<file path="src/rtl/bcd_clock_alarm_bank_if.sv">
// Alarm programming bus for bcd_clock_alarm_bank.
// Carries the write strobe, channel index and BCD hh_mm alarm time.
interface bcd_clock_alarm_bank_if #(
   parameter int NUM_ALARMS = 4
);
   localparam int IDX_W = (NUM_ALARMS > 1) ? $clog2(NUM_ALARMS) : 1;

   logic             ALM_WE;
   logic [IDX_W-1:0] ALM_IDX;
   logic [15:0]      ALM_DATA;

   modport master (output ALM_WE, ALM_IDX, ALM_DATA);
   modport slave  (input  ALM_WE, ALM_IDX, ALM_DATA);
endinterface

</file>
<file path="src/rtl/bcd_clock_alarm_bank.sv">
// BCD HH:MM:SS timekeeper with 1 Hz prescaler, 12/24h view,
// field set, hourly pulse/chime chaser and a bank of alarms.
module bcd_clock_alarm_bank #(
   parameter int CLK_DIV    = 1,
   parameter int NUM_ALARMS = 4,
   parameter int ALARM_SECS = 60,
   parameter int LIGHT_W    = 6
) (
   input  logic                    Clk,
   input  logic                    RST,
   input  logic                    EN,
   input  logic                    Mode,
   input  logic [1:0]              SET,
   input  logic [7:0]              SETDATA,
   bcd_clock_alarm_bank_if.slave   alm,
   input  logic [NUM_ALARMS-1:0]   ALM_EN,
   input  logic [NUM_ALARMS-1:0]   ALM_ACK,
   output logic [7:0]              Hours,
   output logic [7:0]              Minutes,
   output logic [7:0]              Seconds,
   output logic                    PM,
   output logic                    Hour_pulse,
   output logic [LIGHT_W-1:0]      Light,
   output logic [NUM_ALARMS-1:0]   ALERT,
   output logic                    ALERT_ANY
);
   localparam int CNT_W = (CLK_DIV > 1) ? $clog2(CLK_DIV) : 1;
   localparam int IDX_W = (NUM_ALARMS > 1) ? $clog2(NUM_ALARMS) : 1;
   localparam logic [CNT_W-1:0] CNT_MAX = CNT_W'(CLK_DIV - 1);

   function automatic logic bcd_ok(logic [7:0] v, logic [7:0] max);
      return (v[7:4] <= 4'd9) && (v[3:0] <= 4'd9) && (v <= max);
   endfunction

   function automatic logic [7:0] bcd_inc(logic [7:0] v);
      return (v[3:0] == 4'd9) ? {v[7:4] + 4'd1, 4'd0}
                              : {v[7:4], v[3:0] + 4'd1};
   endfunction

   logic [CNT_W-1:0]      cnt;
   logic [7:0]            hh, mm, ss;
   logic [7:0]            hh_n, mm_n, ss_n;
   logic [7:0]            h12;
   logic [15:0]           alarm [NUM_ALARMS];
   logic [7:0]            cd    [NUM_ALARMS];
   logic                  tick, step, set_ok, alm_ok, idx_ok;
   logic                  ss_wrap, mm_wrap, hr_roll;
   logic [NUM_ALARMS-1:0] match, wr;

   assign tick    = EN && (cnt == CNT_MAX);
   assign step    = tick && (SET == 2'b00);
   assign ss_wrap = (ss == 8'h59);
   assign mm_wrap = (mm == 8'h59);
   assign hr_roll = step && ss_wrap && mm_wrap;

   always_comb begin
      set_ok = 1'b0;
      unique case (1'b1)
         SET == 2'b01: set_ok = bcd_ok(SETDATA, 8'h23);
         SET[1]:       set_ok = bcd_ok(SETDATA, 8'h59);
         default:      set_ok = 1'b0;
      endcase
   end

   always_comb begin
      ss_n = ss_wrap ? 8'h00 : bcd_inc(ss);
      mm_n = mm;
      hh_n = hh;
      if (ss_wrap) mm_n = mm_wrap ? 8'h00 : bcd_inc(mm);
      if (ss_wrap && mm_wrap) hh_n = (hh == 8'h23) ? 8'h00 : bcd_inc(hh);
   end

   // a set cycle swallows the tick, so time only loads or steps
   always_ff @(posedge Clk or negedge RST) begin
      if (!RST) begin
         hh <= 8'h00;
         mm <= 8'h00;
         ss <= 8'h00;
      end else if (SET != 2'b00) begin
         if (set_ok) begin
            unique case (1'b1)
               SET == 2'b01: hh <= SETDATA;
               SET == 2'b10: mm <= SETDATA;
               default:      ss <= SETDATA;
            endcase
         end
      end else if (step) begin
         hh <= hh_n;
         mm <= mm_n;
         ss <= ss_n;
      end
   end

   always_ff @(posedge Clk or negedge RST) begin
      if (!RST) begin
         cnt <= '0;
      end else if (SET == 2'b11 && set_ok) begin
         cnt <= '0;
      end else if (EN) begin
         cnt <= tick ? '0 : cnt + 1'b1;
      end
   end

   always_ff @(posedge Clk or negedge RST) begin
      if (!RST) begin
         Hour_pulse <= 1'b0;
         Light      <= '0;
      end else begin
         Hour_pulse <= hr_roll;
         if (hr_roll) Light <= LIGHT_W'(1);
         else if (tick) Light <= {Light[LIGHT_W-2:0], 1'b0};
      end
   end

   assign idx_ok = {{(32-IDX_W){1'b0}}, alm.ALM_IDX} < 32'(NUM_ALARMS);
   assign alm_ok = alm.ALM_WE && idx_ok
                && bcd_ok(alm.ALM_DATA[15:8], 8'h23)
                && bcd_ok(alm.ALM_DATA[7:0], 8'h59);

   always_comb begin
      match = '0;
      wr    = '0;
      for (int i = 0; i < NUM_ALARMS; i++) begin
         match[i] = step && ss_wrap && ALM_EN[i]
                 && ({hh_n, mm_n} == alarm[i]);
         wr[i]    = alm_ok && (alm.ALM_IDX == IDX_W'(i));
      end
   end

   // a fresh match outranks ack so the alarm re-arms
   always_ff @(posedge Clk or negedge RST) begin
      if (!RST) begin
         ALERT <= '0;
         for (int i = 0; i < NUM_ALARMS; i++) begin
            alarm[i] <= 16'h0000;
            cd[i]    <= 8'h00;
         end
      end else begin
         for (int i = 0; i < NUM_ALARMS; i++) begin
            if (wr[i]) alarm[i] <= alm.ALM_DATA;
            if (match[i]) begin
               ALERT[i] <= 1'b1;
               cd[i]    <= 8'(ALARM_SECS);
            end else if (wr[i] || !ALM_EN[i] || ALM_ACK[i]) begin
               ALERT[i] <= 1'b0;
            end else if (ALERT[i] && tick) begin
               cd[i] <= cd[i] - 8'd1;
               if (cd[i] == 8'd1) ALERT[i] <= 1'b0;
            end
         end
      end
   end

   always_comb begin
      h12 = hh;
      if (hh == 8'h00) begin
         h12 = 8'h12;
      end else if (hh > 8'h12) begin
         if (hh[7:4] == 4'd1)     h12 = {4'd0, hh[3:0] - 4'd2};
         else if (hh[3:0] < 4'd2) h12 = {4'd0, hh[3:0] + 4'd8};
         else                     h12 = {4'd1, hh[3:0] - 4'd2};
      end
   end

   assign Hours     = Mode ? h12 : hh;
   assign Minutes   = mm;
   assign Seconds   = ss;
   assign PM        = (hh >= 8'h12);
   assign ALERT_ANY = |ALERT;
endmodule

</file>
<file path="src/flat_wrapper.sv">
// flat-port wrapper written by rule: the top's interface ports become plain ports
module bcd_clock_alarm_bank_flat 
#(
   parameter int CLK_DIV    = 1,
   parameter int NUM_ALARMS = 4,
   parameter int ALARM_SECS = 60,
   parameter int LIGHT_W    = 6
)
  (Clk, RST, EN, Mode, SET, SETDATA, ALM_EN, ALM_ACK, Hours, Minutes, Seconds, PM, Hour_pulse, Light, ALERT, ALERT_ANY, alm_ALM_WE, alm_ALM_IDX, alm_ALM_DATA);
  bcd_clock_alarm_bank_if #(.NUM_ALARMS(NUM_ALARMS)) alm_i ();
  input  logic Clk;
  input  logic RST;
  input  logic EN;
  input  logic Mode;
  input  logic [1:0] SET;
  input  logic [7:0] SETDATA;
  input  logic [NUM_ALARMS-1:0] ALM_EN;
  input  logic [NUM_ALARMS-1:0] ALM_ACK;
  output logic [7:0] Hours;
  output logic [7:0] Minutes;
  output logic [7:0] Seconds;
  output logic PM;
  output logic Hour_pulse;
  output logic [LIGHT_W-1:0] Light;
  output logic [NUM_ALARMS-1:0] ALERT;
  output logic ALERT_ANY;
  input wire logic [$bits(alm_i.ALM_WE)-1:0] alm_ALM_WE;
  input wire logic [$bits(alm_i.ALM_IDX)-1:0] alm_ALM_IDX;
  input wire logic [$bits(alm_i.ALM_DATA)-1:0] alm_ALM_DATA;
  assign alm_i.ALM_WE = alm_ALM_WE;
  assign alm_i.ALM_IDX = alm_ALM_IDX;
  assign alm_i.ALM_DATA = alm_ALM_DATA;
  bcd_clock_alarm_bank #(.CLK_DIV(CLK_DIV), .NUM_ALARMS(NUM_ALARMS), .ALARM_SECS(ALARM_SECS), .LIGHT_W(LIGHT_W)) u_core (.Clk(Clk), .RST(RST), .EN(EN), .Mode(Mode), .SET(SET), .SETDATA(SETDATA), .alm(alm_i), .ALM_EN(ALM_EN), .ALM_ACK(ALM_ACK), .Hours(Hours), .Minutes(Minutes), .Seconds(Seconds), .PM(PM), .Hour_pulse(Hour_pulse), .Light(Light), .ALERT(ALERT), .ALERT_ANY(ALERT_ANY));
endmodule
</file>
<file path="config.mk">
export PLATFORM = sky130hd
export DESIGN_NAME = bcd_clock_alarm_bank_flat
export DESIGN_NICKNAME = d
export VERILOG_FILES = /design/src/rtl/bcd_clock_alarm_bank_if.sv /design/src/rtl/bcd_clock_alarm_bank.sv /design/src/flat_wrapper.sv
export SDC_FILE = /design/constraint.sdc
export NUM_CORES = 1
export LEC_CHECK = 0
export CELL_PAD_IN_SITES_DETAIL_PLACEMENT = 0
export CELL_PAD_IN_SITES_GLOBAL_PLACEMENT = 1
export CORE_UTILIZATION = 34
export DETAILED_ROUTE_END_ITERATION = 8
export PLACE_DENSITY = 0.69
export SLEW_MARGIN = 20
export SYNTH_ARGS = -nofsm -noshare
export SYNTH_HDL_FRONTEND = slang
export SYNTH_SLANG_ARGS = --single-unit
</file>
<file path="constraint.sdc">
create_clock -name Clk -period 6.2 [get_ports Clk]
set_input_delay 1.24 -clock Clk [delete_from_list [all_inputs] [get_ports Clk]]
set_output_delay 1.24 -clock Clk [all_outputs]
set_load 0.02 [all_outputs]
</file>
==> flow_metrics.tcl <==
set metrics [dict create \
    fin_nets 1024 \
    syn-instance-count 892 \
    portBuffers 77 \
    yosys_register_bits 132 \
    switching_power_total_w 0.00102 \
    crit_fanout 9 \
    via_count 7147 \
    holdWs_ps 509 \
    worst_reg2reg_endpoint "u_core.cd[23]" \
    power.density_nw_per_um2 285 \
    type_of_the_tightest_min_delay_check "flop to flop" \
    grt_start_max_net_pins 85 \
    final_min_period_over_clock_period_pct 68.9 \
    clockRootBuffer "clkbuf_16" \
    worst-setup-path-type "flop to output pin" \
    detail-route-antenna-nets 0 \
    number_of_diodes_added_for_antenna_fixing 0 \
    maxCapViolCount 0 \
    synth_async_sr_flop_share_pct 100 \
    crit_path_end "Hours[2]" \
    cts.repair_timing.setup_buffer_count 0 \
    fp-row-count 57 \
    synth-edff-count 0 \
    critPathCaptureType "output pin" \
    synth_compound_area_share_pct 15.9 \
    setup-violations-final 0 \
    syn-cell-area_um2 8400 \
    cts.reportedPaths.clkPinSlew_ps 60 \
    iteration_count_of_the_initial_detailed_routing_pass 5 \
    numClockSinks 132 \
    finalWeightedCongestion 0.901 \
    ioPinCount 78 \
    startpoint_type "flop" \
    cts.path.max_buffers 2 \
    timing_hold_violations_final 0 \
    layout_common_cells "dfrtp_1 (132), nand2_1 (77), clkdlybuf4s50_1 (76)" \
    register_share_of_total_power_pct 37.0 \
    numCtsBuffers 17 \
    netlist-cell-type-count 79 \
    arrival_ps 3030 \
    cts_hold_buffers 0 \
    post-route-util_pct 41.7 \
    routed_wire_length_um 26200 \
    outcome "finished, final reports clean" \
    setup_tns_ps 0 \
    r2r_cells 10 \
    clock_latency_ps 430 \
    grt_pass1_wl_um 41300 \
    cts_resizes 0 \
    fp.coreArea_um2 24200 \
    setup.reg_to_reg.worst_slack_ps 2080 \
    wl_per_cell_um 20.3 \
    syn-mean-instance-area_um2 9.42 \
    maxSlewHeadroom_pct 45.8 \
    worst_pin_slew_ps 813 \
    unrepaired_setup_endpoints_after_global_routing "no" \
    layout-drive-gt1-share_pct 12.6 \
    synth_fp_nets 960 \
    area_growth_pct 20.3 \
    leakage_nw 4.39 \
    fp.dieH_um 159 \
    multiplexer_share_of_the_synthesized_area_pct 8.69 \
    worst_setup_path_startpoint "u_core.hh[5]" \
    swShare_pct 35.3 \
    combinationalPowerShare_pct 27.0 \
    reg2reg_from "u_core.Seconds[1]" \
    clock_tree.htree_level_count 4 \
    required_ps 4960 \
    fmaxAchievable_ghz 0.234 \
    ys.flop_type "dfrtp_1" \
    initialDrtViolationCount 464 \
    final-max-slew-violation-count 0 \
    grt_antenna_before_repair 0 \
    most_common_cell_after_layout_fill_and_taps_aside "dfrtp_1" \
    dp_hpwl_um 19100 \
    grt_util_all_layers_pct 21.2 \
    chipWidth_um 159 \
    gr-total-overflow 0 \
    synth_sequential_area_ratio_pct 39.3 \
    synth.yosys.warnings 0 \
    initial_core_util_pct 34.7 \
    synth_top_family_by_area "simple AND/OR/NAND/NOR gates" \
    route.detailed.vias_per_inst 5.53 \
    fin_crit_ps 4270 \
    post_synth_and_or_nand_nor_area_fraction_pct 20.9 \
    first_global_vias 6885 \
    die_area_um2 25400 \
    yosys.area_share.xor_xnor_pct 7.40 \
    ir_drop_mv 0.134 \
    synth-adder-area-share_pct 4.02 \
    fin_skew_ps 10.2 \
    clock_power_share_pct 36.0 \
    internal-power_w 0.00186 \
    worst_setup_margin_ps 1930 \
    drc 0 \
    cts_tree "yes" \
    worst_slack_at_placement_ps 1680 \
]
metal layers:
layer  global-route usage, %  up-vias  share of wire (%)
met2                    32.6      237                 45
met5                       0        -                  0
met1                    29.8     3496                 47
met4                    7.65        0                2.6
met3                    3.78       42                5.0
li1                        -     3372                  -
worst min path at each step:
stage                     from         endpoint  slack [ps]  depth (start not counted)
2_1_floorplan  u_core.alarm[7]  u_core.alarm[7]         480                          1
3_3_place_gp   u_core.alarm[7]  u_core.alarm[7]         500                          1
3_5_place_dp   u_core.alarm[7]  u_core.alarm[7]         500                          1
4_1_cts        u_core.alarm[7]  u_core.alarm[7]         510                          1
5_1_grt        u_core.alarm[7]  u_core.alarm[7]         530                          1
6_report       u_core.alarm[7]  u_core.alarm[7]         510                          1
metrics by stage:
step                      instance area [µm²]  total power [W]  instances
after floorplan                          8400          0.00153        892
final                                   10100          0.00288       1293
after CTS                               10100          0.00290       1293
after global placement                   9500          0.00185       1261
after detailed placement                 9500          0.00185       1261
after global routing                    10100          0.00301       1293
worst max-delay path, stage by stage, from the launching register on:
cell             delay [ps]
dfrtp_1                 500
inv_1                   230
ha_1                    220
inv_1                    50
o211ai_1                260
o21a_1                  190
and2_1                  300
a21oi_1                 110
a21oi_1                 140
clkdlybuf4s50_1         620
registers in the layout, summed over array words and instances (netlist names):
register / cells
u_core.ALERT: 4
u_core.Hour_pulse: 1
u_core.Light: 6
u_core.Minutes: 8
u_core.Seconds: 8
u_core.alarm: 64
u_core.cd: 32
u_core.cnt: 1
u_core.hh: 8
area by class of cell:
class | count | area (µm²)
multi-input combinational | 684 | 4820
fill | 2456 | 14100
sequential | 132 | 3300
clock buffer | 17 | 425
tap | 324 | 405
clock inverter | 15 | 169
timing repair buffer | 89 | 862
inverter | 32 | 120
cells by family (layout without fill, tap and decap cells):
family                     count (synthesis)  count (layout)
and+or+nand+nor                          320             320
xor gates and xnor gates                  71              71
adders and majority gates                 27              27
buffers and inverters                     76             153
DFF                                      132             132
muxes                                     64              64
AOI/OAI and AO/OA                        202             202
synth_stat cells (25+ instances only):
cell        n  area (µm²)
mux2_2     52         586
xor2_1     25         219
xnor2_1    46         403
nor3_1     31         155
a21oi_1    44         220
nand2_1    77         289
nor2_1     62         233
dfrtp_1   132        3300
ha_1       27         338
o21ai_0    49         245
inv_1      30         113
clkbuf_1   30         113
power by group through the flow:
stage | registers (W) | logic, W | clock network [W]
3_5_place_dp | 0.00108 | 0.000773 | 0
4_1_cts | 0.00106 | 0.000776 | 0.00106
3_3_place_gp | 0.00108 | 0.000777 | 0
2_1_floorplan | 0.00104 | 0.000490 | 0
6_report | 0.00106 | 0.000777 | 0.00104
5_1_grt | 0.00108 | 0.000847 | 0.00109
No activity file was read; power rests on OpenSTA's default activity.
